<file path="config.mk">
export PLATFORM = sky130hd
export DESIGN_NAME = ether_rx_ctrl_flat
export DESIGN_NICKNAME = d
export VERILOG_FILES = /design/src/rtl/ether_rx_ctrl_if.sv /design/src/rtl/ether_rx_ctrl.sv /design/src/flat_wrapper.sv
export SDC_FILE = /design/constraint.sdc
export NUM_CORES = 1
export LEC_CHECK = 0
export ABC_AREA = 0
export BUFFER_PORTS_ARGS = -buffer_cell sky130_fd_sc_hd__buf_2
export CORE_MARGIN = 3
export CORE_UTILIZATION = 45
export CTS_CLUSTER_DIAMETER = 150
export DETAILED_ROUTE_END_ITERATION = 8
export PLACE_DENSITY = 0.68
export SYNTH_ARGS = -nofsm -noshare
export SYNTH_HDL_FRONTEND = slang
export SYNTH_SLANG_ARGS = --single-unit
</file>
<file path="constraint.sdc">
create_clock -name clk -period 6.3 [get_ports clk]
set_input_delay 0.315 -clock clk [delete_from_list [all_inputs] [get_ports clk]]
set_output_delay 0.315 -clock clk [all_outputs]
set_load 0.1 [all_outputs]
</file>
<file path="src/rtl/ether_rx_ctrl_if.sv">
// ---------------------------------------------------------------------------
// ether_rx_ctrl_if
// Bus bundle between the RMII dibit source, the frame sequencer and the
// downstream CRC/aggregation stages.
//   axiiv/axiid          : dibit stream from the receiver (valid for a whole frame)
//   axiov/axiod          : payload byte strobe and data
//   hdr_valid            : src_mac/ethertype just updated for the current frame
//   src_mac/ethertype    : captured header fields
//   frame_done/frame_ok  : end-of-frame pulse and its grade
//   byte_count           : whole bytes in the last/current frame (saturating)
// Modports: master drives the dibit stream and observes results (source side),
//           slave is the sequencer itself.
// ---------------------------------------------------------------------------
interface ether_rx_ctrl_if;
  logic        axiiv;
  logic [1:0]  axiid;
  logic        axiov;
  logic [7:0]  axiod;
  logic        hdr_valid;
  logic [47:0] src_mac;
  logic [15:0] ethertype;
  logic        frame_done;
  logic        frame_ok;
  logic [10:0] byte_count;

  modport master (
    output axiiv, axiid,
    input  axiov, axiod, hdr_valid, src_mac, ethertype,
    input  frame_done, frame_ok, byte_count
  );

  modport slave (
    input  axiiv, axiid,
    output axiov, axiod, hdr_valid, src_mac, ethertype,
    output frame_done, frame_ok, byte_count
  );
endinterface

</file>
<file path="src/rtl/ether_rx_ctrl.sv">
// ---------------------------------------------------------------------------
// ether_rx_ctrl
// Frame sequencer behind the RMII receiver. Packs the post-SFD dibit stream
// into bytes, walks the 14-byte Ethernet header, streams payload bytes
// (payload + FCS) and grades each frame on length and byte alignment.
//
// Ports
//   clk  : system clock, at most one dibit per cycle
//   rst  : asynchronous active-high reset
//   bus  : ether_rx_ctrl_if.slave (dibits in; payload, header fields,
//          frame status and byte count out; all outputs registered)
//
// Configuration
//   ETH_MAC_FILTER_EN : when defined, frames whose destination is neither
//                       MY_MAC nor broadcast are consumed in DROP (header
//                       still reported, frame graded bad). When undefined,
//                       every complete header proceeds to PAYLOAD and
//                       MY_MAC does not exist.
// ---------------------------------------------------------------------------
module ether_rx_ctrl #(
  parameter int MIN_BYTES = 64,
  parameter int MAX_BYTES = 1518
`ifdef ETH_MAC_FILTER_EN
  , parameter logic [47:0] MY_MAC = 48'h69695A065491
`endif
) (
  input  logic           clk,
  input  logic           rst,
  ether_rx_ctrl_if.slave bus
);

  typedef enum logic [2:0] {
    ST_SYNC    = 3'd0,
    ST_IDLE    = 3'd1,
    ST_HEADER  = 3'd2,
    ST_PAYLOAD = 3'd3,
    ST_DROP    = 3'd4
  } state_t;

  localparam logic [10:0] MIN_L    = 11'(MIN_BYTES);
  localparam logic [10:0] MAX_L    = 11'(MAX_BYTES);
  localparam logic [10:0] BCNT_SAT = 11'h7FF;

  // Header bytes kept before the byte-13 edge: all of 0..12 when the
  // destination is compared, otherwise only 6..12 (src + first type byte).
`ifdef ETH_MAC_FILTER_EN
  localparam int HDR_W = 104;
`else
  localparam int HDR_W = 56;
`endif

  state_t            r_state;
  state_t            w_state_nxt;
  logic [1:0]        r_dcnt;
  logic [5:0]        r_sh;
  logic [10:0]       r_bcnt;
  logic [HDR_W-1:0]  r_hdr;

  logic              r_axiov;
  logic [7:0]        r_axiod;
  logic              r_hdr_valid;
  logic [47:0]       r_src_mac;
  logic [15:0]       r_ethertype;
  logic              r_frame_done;
  logic              r_frame_ok;

  logic              w_in_frame;
  logic              w_start;
  logic              w_take;
  logic              w_byte_done;
  logic              w_eof;
  logic              w_ok;
  logic              w_hdr_shift;
  logic              w_hdr_load;
  logic              w_too_long;
  logic              w_dst_ok;
  logic              w_pay_strobe;
  logic [7:0]        w_byte;
  logic [5:0]        w_sh_nxt;
  logic [10:0]       w_bcnt_inc;
  logic [HDR_W+7:0]  w_hdr_full;

  assign w_in_frame  = (r_state == ST_HEADER) || (r_state == ST_PAYLOAD) || (r_state == ST_DROP);
  assign w_start     = (r_state == ST_IDLE) && bus.axiiv;
  assign w_take      = w_in_frame && bus.axiiv;
  assign w_eof       = w_in_frame && !bus.axiiv;
  assign w_byte_done = w_take && (r_dcnt == 2'd3);

  // First dibit is byte bits [1:0]; shifting right leaves {d2,d1,d0} so the
  // fourth dibit completes the byte on top.
  assign w_sh_nxt    = {bus.axiid, r_sh[5:2]};
  assign w_byte      = {bus.axiid, r_sh};

  assign w_bcnt_inc  = (r_bcnt == BCNT_SAT) ? r_bcnt : (r_bcnt + 11'd1);
  assign w_too_long  = (w_bcnt_inc > MAX_L);

  // r_bcnt still holds the index of the byte being completed.
  assign w_hdr_shift = w_byte_done && (r_state == ST_HEADER);
  assign w_hdr_load  = w_hdr_shift && (r_bcnt == 11'd13);
  assign w_hdr_full  = {r_hdr, w_byte};

`ifdef ETH_MAC_FILTER_EN
  assign w_dst_ok = (w_hdr_full[111:64] == MY_MAC) || (w_hdr_full[111:64] == 48'hFFFF_FFFF_FFFF);
`else
  assign w_dst_ok = 1'b1;
`endif

  assign w_ok = (r_state == ST_PAYLOAD) && (r_bcnt >= MIN_L) && (r_bcnt <= MAX_L) &&
                (r_dcnt == 2'd0);

  // State register.
  always_ff @(posedge clk or posedge rst) begin
    if (rst) begin
      r_state <= ST_SYNC;
    end else begin
      r_state <= w_state_nxt;
    end
  end

  // Next-state decode and payload strobe decision.
  always_comb begin
    w_state_nxt  = r_state;
    w_pay_strobe = 1'b0;
    case (r_state)
      ST_SYNC: begin
        // Never align to a frame already in flight after reset.
        if (!bus.axiiv) begin
          w_state_nxt = ST_IDLE;
        end else begin
          w_state_nxt = ST_SYNC;
        end
      end
      ST_IDLE: begin
        if (bus.axiiv) begin
          w_state_nxt = ST_HEADER;
        end else begin
          w_state_nxt = ST_IDLE;
        end
      end
      ST_HEADER: begin
        if (!bus.axiiv) begin
          w_state_nxt = ST_IDLE;
        end else if (w_hdr_load) begin
          w_state_nxt = w_dst_ok ? ST_PAYLOAD : ST_DROP;
        end else begin
          w_state_nxt = ST_HEADER;
        end
      end
      ST_PAYLOAD: begin
        if (!bus.axiiv) begin
          w_state_nxt = ST_IDLE;
        end else if (w_byte_done && w_too_long) begin
          // The byte that overruns the limit is swallowed.
          w_state_nxt = ST_DROP;
        end else begin
          w_state_nxt  = ST_PAYLOAD;
          w_pay_strobe = w_byte_done;
        end
      end
      ST_DROP: begin
        if (!bus.axiiv) begin
          w_state_nxt = ST_IDLE;
        end else begin
          w_state_nxt = ST_DROP;
        end
      end
      default: begin
        w_state_nxt = ST_SYNC;
      end
    endcase
  end

  // Dibit packing, byte counting and header capture.
  always_ff @(posedge clk or posedge rst) begin
    if (rst) begin
      r_dcnt <= 2'd0;
      r_sh   <= 6'd0;
      r_bcnt <= 11'd0;
      r_hdr  <= '0;
    end else begin
      if (w_start) begin
        r_dcnt <= 2'd1;
        r_sh   <= w_sh_nxt;
        r_bcnt <= 11'd0;
      end else if (w_take) begin
        r_dcnt <= r_dcnt + 2'd1;
        r_sh   <= w_sh_nxt;
        if (w_byte_done) begin
          r_bcnt <= w_bcnt_inc;
        end
        if (w_hdr_shift) begin
          r_hdr <= {r_hdr[HDR_W-9:0], w_byte};
        end
      end else if (w_eof) begin
        // Trailing partial dibits are discarded.
        r_dcnt <= 2'd0;
      end
    end
  end

  // Registered outputs: payload, header fields and frame status.
  always_ff @(posedge clk or posedge rst) begin
    if (rst) begin
      r_axiov      <= 1'b0;
      r_axiod      <= 8'd0;
      r_hdr_valid  <= 1'b0;
      r_src_mac    <= 48'd0;
      r_ethertype  <= 16'd0;
      r_frame_done <= 1'b0;
      r_frame_ok   <= 1'b0;
    end else begin
      r_axiov      <= w_pay_strobe;
      r_hdr_valid  <= w_hdr_load;
      r_frame_done <= w_eof;
      r_frame_ok   <= w_eof && w_ok;
      if (w_pay_strobe) begin
        r_axiod <= w_byte;
      end
      if (w_hdr_load) begin
        r_src_mac   <= w_hdr_full[63:16];
        r_ethertype <= w_hdr_full[15:0];
      end
    end
  end

  assign bus.axiov      = r_axiov;
  assign bus.axiod      = r_axiod;
  assign bus.hdr_valid  = r_hdr_valid;
  assign bus.src_mac    = r_src_mac;
  assign bus.ethertype  = r_ethertype;
  assign bus.frame_done = r_frame_done;
  assign bus.frame_ok   = r_frame_ok;
  assign bus.byte_count = r_bcnt;

endmodule

</file>
<file path="src/flat_wrapper.sv">
// flat-port wrapper written by rule: the top's interface ports become plain ports
module ether_rx_ctrl_flat 
#(
  parameter int MIN_BYTES = 64,
  parameter int MAX_BYTES = 1518

)
  (clk, rst, bus_axiiv, bus_axiid, bus_axiov, bus_axiod, bus_hdr_valid, bus_src_mac, bus_ethertype, bus_frame_done, bus_frame_ok, bus_byte_count);
  ether_rx_ctrl_if bus_i ();
  input  logic clk;
  input  logic rst;
  input wire logic [$bits(bus_i.axiiv)-1:0] bus_axiiv;
  input wire logic [$bits(bus_i.axiid)-1:0] bus_axiid;
  output wire logic [$bits(bus_i.axiov)-1:0] bus_axiov;
  output wire logic [$bits(bus_i.axiod)-1:0] bus_axiod;
  output wire logic [$bits(bus_i.hdr_valid)-1:0] bus_hdr_valid;
  output wire logic [$bits(bus_i.src_mac)-1:0] bus_src_mac;
  output wire logic [$bits(bus_i.ethertype)-1:0] bus_ethertype;
  output wire logic [$bits(bus_i.frame_done)-1:0] bus_frame_done;
  output wire logic [$bits(bus_i.frame_ok)-1:0] bus_frame_ok;
  output wire logic [$bits(bus_i.byte_count)-1:0] bus_byte_count;
  assign bus_i.axiiv = bus_axiiv;
  assign bus_i.axiid = bus_axiid;
  assign bus_axiov = bus_i.axiov;
  assign bus_axiod = bus_i.axiod;
  assign bus_hdr_valid = bus_i.hdr_valid;
  assign bus_src_mac = bus_i.src_mac;
  assign bus_ethertype = bus_i.ethertype;
  assign bus_frame_done = bus_i.frame_done;
  assign bus_frame_ok = bus_i.frame_ok;
  assign bus_byte_count = bus_i.byte_count;
  ether_rx_ctrl #(.MIN_BYTES(MIN_BYTES), .MAX_BYTES(MAX_BYTES)) u_core (.clk(clk), .rst(rst), .bus(bus_i));
endmodule
</file>
==> metrics.md, run 1 <==
| Metric | Value |
|---|---|
| Reg2reg end | u_core.bus.src_mac[29] |
| Largest stage delay, worst path | 1.07 ns |
| Gr usage total | 0.182 |
| Final setup vio count | 0 |
| Max Cap Violations | 0 |
| Rel. slew slack | 0.239 |
| Largest fanout on the critical path | 66 |
| HP Class | input pin to asynchronous set/reset pin |
| Worst ir drop on vdd | around 0.27 mV |
| Setup crit end kind | register |
| 1st-iter DRT viols | between 300 and 400 |
| Worst-Margin Slew | 1.14 ns |
| Crit path max-delay cell type | and3_2 |
| Initial antenna violation count | 0 |
| Clk_lat worst skew | 0.43 ns |
| Drt via density | 5.18 |
| Port bufs | 91 |
| Htree depth | 4 |
| Worst flop-to-flop path startpoint | u_core.r_state[2] |
| Mapped Nets | roughly 580 |
| Die Height | 124 um |
| CTS buffer count | 17 |
| WL final | 13300 um |
| Via count | 4373 |
| First-pass GRT wire length | about 23000 um |
| Mapped Cells | 572 |
| Worst path cell trace | nor2b_1 -> nor3b_2 -> buf_4 -> and3_2 -> nand2_1 -> nand2_1 |
| Setup repair after global routing missed its margin | false |
| # hold bufs at CTS | 0 |
| Yosys warns | 0 |
| Status | complete, no violations |
| Placer Congestion | 0.876 |
| Initial Util | 0.469 |
| Slew Limit Fails | 0 |
| Sequential-to-total area share from yosys stat | 0.611 |
| CTS Buffer Depth | 2 |
| Worst Clk Skew | 0.0234 ns |
| CTS clock-pin slew for the worst setup and hold paths | 0.06 ns |
| Synthesized cell area | 6310 sq um |
| Layout cells sized above 1 | 0.318 |
| Setup bufs post-CTS | 0 |
| Die width | 124 um |
| Final min period | 2.92 ns |
| Resize count post-CTS | 0 |
| Crit path from | u_core.r_state[2] |
| Largest net degree at the start of global routing | 84 |
| Core Region | 13500 sq um |
| Clk sink count | roughly 150 |
| Dpl hpwl | 8880 um |
| Final period util | 0.464 |
| Arrival @ worst endpoint | 3.28 ns |
| Nets | 666 |
| Core Rows | 42 |
| Post-route setup slack | 3.38 ns |
| Pleak | 4.09 nW |
| DIE AREA | 15500 sq um |
| Pwr Density | just over 300 nW/um^2 |
| DRC Markers | 0 |
| Critical Path End | u_core.bus.src_mac[29] |
| Critical path class | register to register |
| Dpl ws | 3.41 ns |
| P&R area growth vs syn | 18.4% |
| Antenna cells | 0 |
| Syn avg cell area | 11.0 sq um |
| #FFs+latches synth | roughly 150 |
| Synth cell types | 45 |
| Final ANT Viol Nets | 0 |
| Data required time at the worst endpoint | 6.65 ns |
| Final hold violations | 0 |
| TNS Setup | 0 ns |
| Vias in the first global route | 4511 |
| Grt ovf | 0 |
| Worst r2r path cells | 6 |
| Clock root cell | clkbuf_16 |
| Critical path startpoint category | register |
| Wire per inst | about 16 um |
| Top Ports | 92 |
| Cell mode on critical path | nand2_1 |
| DR pass1 iterations | 5 |
| Reg2reg setup slack | 3.38 ns |
| CTS tree | yes |
| Fmax | 342 MHz |
==> cell usage after synthesis, drive strengths merged <==
| cell type | instances | area share |
|---|---|---|
| nand2 | 207 | 0.12 |
| dfrtp | 154 | 0.61 |
| mux2 | 72 | 0.13 |
| nor2 | 20 | 0.012 |
| buf | 16 | 0.014 |
| clkbuf | 13 | 0.0077 |
| o21ai | 13 | 0.010 |
| a21oi | 12 | 0.0095 |
| nand3 | 9 | 0.0095 |
| a31oi | 5 | 0.0050 |
| ha | 5 | 0.0099 |
| inv | 5 | 0.0030 |
| nor3 | 4 | 0.0032 |
| nand4 | 3 | 0.0030 |
| nor3b | 3 | 0.0054 |
| o21bai | 3 | 0.0036 |
| a211o | 2 | 0.0030 |
| a311oi | 2 | 0.0028 |
| and2 | 2 | 0.0020 |
| and3 | 2 | 0.0020 |
| nor2b | 2 | 0.0020 |
| o211ai | 2 | 0.0024 |
| or2 | 2 | 0.0024 |
| xnor2 | 2 | 0.0028 |
| a21o | 1 | 0.0012 |
| a32o | 1 | 0.0016 |
| and4 | 1 | 0.0014 |
| mux2i | 1 | 0.0022 |
| nand4bb | 1 | 0.0018 |
| nor4b | 1 | 0.0014 |
| o211a | 1 | 0.0016 |
| o22ai | 1 | 0.00099 |
| o31ai | 1 | 0.0012 |
| or3b | 1 | 0.0014 |
| or4 | 1 | 0.0012 |
| xor2 | 1 | 0.0014 |
==> worst max-delay path, delay by kind of cell (launching register included) <==
| family | cells | cell delay [ns] |
|---|---|---|
| buffers and inverters | 1 | 0.60 |
| flip-flops | 1 | 0.46 |
| AND/OR/NAND/NOR | 5 | 1.76 |
==> cells by family after synthesis <==
| group | after synthesis | share of synthesized area |
|---|---|---|
| compound gates | 44 | 0.0430 |
| fa+ha+maj | 5 | 0.00991 |
| simple gates | 259 | 0.172 |
| buf+inv | 34 | 0.0244 |
| mux | 73 | 0.135 |
| flops | 154 | 0.611 |
| xor+xnor | 3 | 0.00416 |
==> worst min-delay path by stage <==
stage	start	endpoint	slack [ns]
2_1_floorplan	bus_axiid[0]	u_core.bus.ethertype[6]	0.43
3_3_place_gp	u_core.bus.src_mac[15]	u_core.bus.src_mac[15]	0.45
3_5_place_dp	u_core.bus.src_mac[34]	u_core.bus.src_mac[34]	0.45
4_1_cts	rst	u_core.bus.src_mac[9]	0.07
5_1_grt	rst	u_core.bus.src_mac[24]	0.09
6_report	rst	u_core.bus.src_mac[24]	0.05
==> metrics by stage <==
| stage | hold slack, ns | instances | instance area (sq um) | power, mW | utilization |
|---|---|---|---|---|---|
| after global routing | 0.0929 | 845 | 7470 | 2.38 | 0.555 |
| after detailed placement | 0.451 | 813 | 6890 | 1.32 | 0.512 |
| final | 0.0492 | 845 | 7470 | 2.28 | 0.555 |
| after CTS | 0.0668 | 845 | 7470 | 2.30 | 0.555 |
| after global placement | 0.446 | 813 | 6890 | 1.31 | 0.512 |
| after floorplan | 0.428 | 572 | 6310 | 1.27 | - |
==> where the power goes <==
| part | internal, mW | switching, mW | total [mW] |
|---|---|---|---|
| Sequential | 1.03 | 0.0399 | 1.07 |
| Combinational | 0.0588 | 0.173 | 0.231 |
| Clock | 0.579 | 0.403 | 0.981 |
| Total | 1.67 | 0.615 | 2.28 |
==> layer usage <==
metal	vias up	track usage	routed length, um
li1	2062	-	-
met1	2195	0.243	5990
met2	110	0.295	6590
met3	6	0.0562	614
met4	0	0.0426	91
met5	-	0	0
==> layout by cell type (no fill, tap or decap), types with 4 or more instances in the layout <==
cell type	count
mux2_2	64
a21oi_1	12
inv_6	4
inv_1	4
nor3_1	4
a31oi_1	5
nand3_2	4
mux2_4	8
clkbuf_16	17
nand3_1	5
ha_1	5
o21ai_0	13
buf_2	91
nand2_1	205
nor2_1	20
dfrtp_1	154
==> layout make-up <==
| class | instances | area, sq um |
|---|---|---|
| timing repair buffer | 94 | 478 |
| sequential | 154 | 3850 |
| tap | 176 | 220 |
| fill | 1191 | 5980 |
| clock buffer | 20 | 467 |
| multi-input combinational | 384 | 2310 |
| clock inverter | 12 | 115 |
| inverter | 5 | 23.8 |
==> registers in the layout, summed over array words and instances, names as in the netlist <==
register,count
u_core.r_hdr,56
u_core.bus.src_mac,48
u_core.bus.ethertype,16
u_core.bus.byte_count,11
u_core.bus.axiod,8
u_core.r_sh,6
u_core.r_state,3
u_core.r_dcnt,2
u_core.bus.axiov,1
u_core.bus.frame_done,1
u_core.bus.frame_ok,1
u_core.bus.hdr_valid,1
(Power assumes the default switching activity.)
==> run 2: changes to the inputs <==
Settings changed: PLACE_DENSITY 0.68 to 0.71.
Clock period 6.3 ns to 2.6 ns, I/O delays scaled along.
==> run 2 against run 1 <==
- critical path depth increased by 3
- non-clock buffer count up 8
- final area up 2.2%
- via count barely moved
- count of clock-buffer cells in the layout is 3 higher
- die area stayed put
- combinational power grew to 2.5 times the previous value
- global-route usage shrank 0.77 points
- sequential share of layout area fell by 0.96 points
- first-iteration DRC count decreased by 18%
- critical path type unchanged
- register-to-register slack got worse by 3.3 ns
- highest routed layer unchanged
==> metrics.md, run 2 (same netlist as run 1, synthesis figures left out) <==
| Metric | Value |
|---|---|
| Worst-Margin Slew | 0.617 ns (-0.525 ns) |
| Post-Layout Inst Area | 7640 sq um (+2.2%) |
| Dpl hpwl | 8550 um (-3.7%) |
| Nets | 674 (+1.2%) |
| Clk pwr share | 0.436 (+0.006) |
| Critical path startpoint category | register |
| Setup bufs post-CTS | 0 (unchanged) |
| Slew Limit Fails | 0 (unchanged) |
| Largest fanout on the critical path | 10 (-85%) |
| Switching power share of the total | 0.252 (-0.0171) |
| Hold path depth | 2 |
| CTS buffer count | 17 (unchanged) |
| Fmax | 402 MHz (+18%) |
| Reg power frac | 0.462 (-0.007) |
| Clk_lat worst skew | 0.41 ns (-0.02 ns) |
| Max FFs per register | 56 (unchanged) |
| Placer Congestion | 0.790 (-9.7%) |
| DRC Markers | 0 (unchanged) |
| Worst ir drop on vdd | 0.565 mV (+110%) |
| Final min period | 2.49 ns (-0.436 ns) |
| # hold bufs at CTS | 3 (+3) |
| P_int | 4.20 mW (+150%) |
| Htree depth | 4 (unchanged) |
| Filler cell count | 1154 (-3.1%) |
| Largest net degree at the start of global routing | 79 (-6.0%) |
| Status | complete, no violations |
| Grt ovf | 0 (unchanged) |
| Max Cap Violations | 0 (unchanged) |
| Vias in the first global route | 4537 (+0.58%) |
| Resize count post-CTS | 0 (unchanged) |
| Commonest non-fill, non-tap cell in the layout | nand2_1 |
| Setup crit end kind | register |
| Port bufs | 91 (unchanged) |
| Via count | 4370 (-0.069%) |
| Critical path class | register to register |
| CTS Buffer Depth | 2 (unchanged) |
| Switching power total | 1.42 mW (+130%) |
| Setup repair after global routing missed its margin | false |
| Commonest cells after routing, fill and taps aside | 205 x nand2_1, 144 x dfrtp_1, 91 x buf_2, 64 x mux2_2, 20 x nor2_1 |
| Clock root cell | clkbuf_16 |
| Rel. slew slack | 0.587 (+0.348) |
| Die Height | 124 um (unchanged) |
| Largest stage delay, worst path | 0.47 ns (-0.60 ns) |
| DIE AREA | 15500 sq um (unchanged) |
| TNS Setup | 0 ns (unchanged) |
| Initial antenna violation count | 0 (unchanged) |
| Initial Util | 0.469 (unchanged) |
| Comb power frac | 0.103 (+0.002) |
| Worst Clk Skew | 0.00913 ns (-0.0143 ns) |
| 1st-iter DRT viols | 314 (-18%) |
| Core Rows | 42 (unchanged) |
| Final hold violations | 0 (unchanged) |
| Placed cell area | 7020 sq um (+1.9%) |
| Final period util | 0.956 (+0.493) |
| Area taken by multi-input logic gates | 2330 sq um (+0.87%) |
| Storage cell area | 3870 sq um (+0.32%) |
| HP Class | input pin to register |
| Pleak | 4.13 nW (+1.2%) |
| Crit path max-delay cell type | dfrtp_2 |
| Die width | 124 um (unchanged) |
| Pwr Density | 736 nW/um^2 (+140%) |
| Gr usage total | 0.174 (-0.00774) |
| Top reg by flops | u_core.r_hdr |
| Layout cells sized above 1 | 0.331 (+0.0130) |
| DR pass1 iterations | 4 (-1) |
| Data required time at the worst endpoint | 2.89 ns (-3.76 ns) |
| Worst r2r path cells | 9 (+3) |
| Core Region | 13500 sq um (unchanged) |
| Final ANT Viol Nets | 0 (unchanged) |
| Antenna cells | 0 (unchanged) |
| Top Ports | 92 (unchanged) |
| Drt via density | 5.13 (-0.89%) |
| Wire per inst | 15.2 um (-3.4%) |
| Arrival @ worst endpoint | 2.78 ns (-0.50 ns) |
| First-pass GRT wire length | 22200 um (-3.3%) |
| CTS clock-pin slew for the worst setup and hold paths | 0.06 ns (about the same) |
| Clk sink count | 154 (unchanged) |
| CTS tree | yes |
| Final setup vio count | 0 (unchanged) |
| WL final | 12900 um (-2.6%) |
| Util after Layout | 0.568 (+0.0124) |
| P&R area growth vs syn | 21.0% |
| Worst path cell trace | ha_4 -> nand3_4 -> nor3b_4 -> nand2_2 -> o211ai_1 -> nand3_2 -> o211a_1 -> buf_4 -> mux2_4 |
==> run 2: layout make-up <==
class                           count  area share
Clock buffer                       23      0.0613
Clock inverter                      8      0.0156
Inverter                            5     0.00295
Multi-Input combinational cell    384       0.306
Sequential cell                   154       0.506
Tap cell                          176      0.0288
Timing Repair Buffer              102      0.0796
==> run 2: per-stage QoR <==
stage	power, mW	hold slack (ns)	cells	worst slack (ns)
finish	5.62	0.0501	852	0.113
global route	5.83	0.0568	852	0.0214
CTS	5.66	0.0278	852	0.184
detailed placement	3.21	0.322	818	0.218
global placement	3.20	0.311	818	0.282
floorplan	3.08	0.243	572	0.000677
==> run 2: worst max-delay path: cells and delay by family, from the launching register on <==
family                     cells  cell delay [ns]
AOI/OAI and AO/OA              2             0.51
adders and majority gates      1             0.22
buffers and inverters          1             0.18
DFF                            1             0.47
muxes                          1             0.31
and+or+nand+nor                4             0.67
==> run 2: power by group through the flow <==
| stage | clock (mW) | sequential (mW) | combinational (mW) |
|---|---|---|---|
| after floorplan | 0 | 2.88 | 0.198 |
| after global placement | 0 | 2.63 | 0.569 |
| after detailed placement | 0 | 2.63 | 0.579 |
| after CTS | 2.49 | 2.59 | 0.584 |
| after global routing | 2.61 | 2.61 | 0.613 |
| final | 2.45 | 2.59 | 0.578 |
==> run 2: path summary, 6_finish.rpt <==
check	startpoint	end	slack, ns
worst max-delay path	u_core.bus.byte_count[0]	u_core.bus.axiod[2]	0.11
worst min-delay path	bus_axiiv	u_core.bus.frame_done	0.05
worst max register to register	u_core.bus.byte_count[0]	u_core.bus.axiod[2]	0.11
worst min register to register	u_core.bus.ethertype[1]	u_core.bus.ethertype[1]	0.46
max in group asynchronous	rst	u_core.bus.src_mac[22]	1.85
min in group asynchronous	rst	u_core.r_hdr[36]	0.40
==> run 2: metal layers <==
layer  vias to the layer above  share of wire  track usage
met1                      2165           0.46        0.231
met3                        17          0.041       0.0455
met2                       112           0.49        0.281
li1                       2076              -            -
met4                         0          0.016       0.0580
met5                         -              0            0
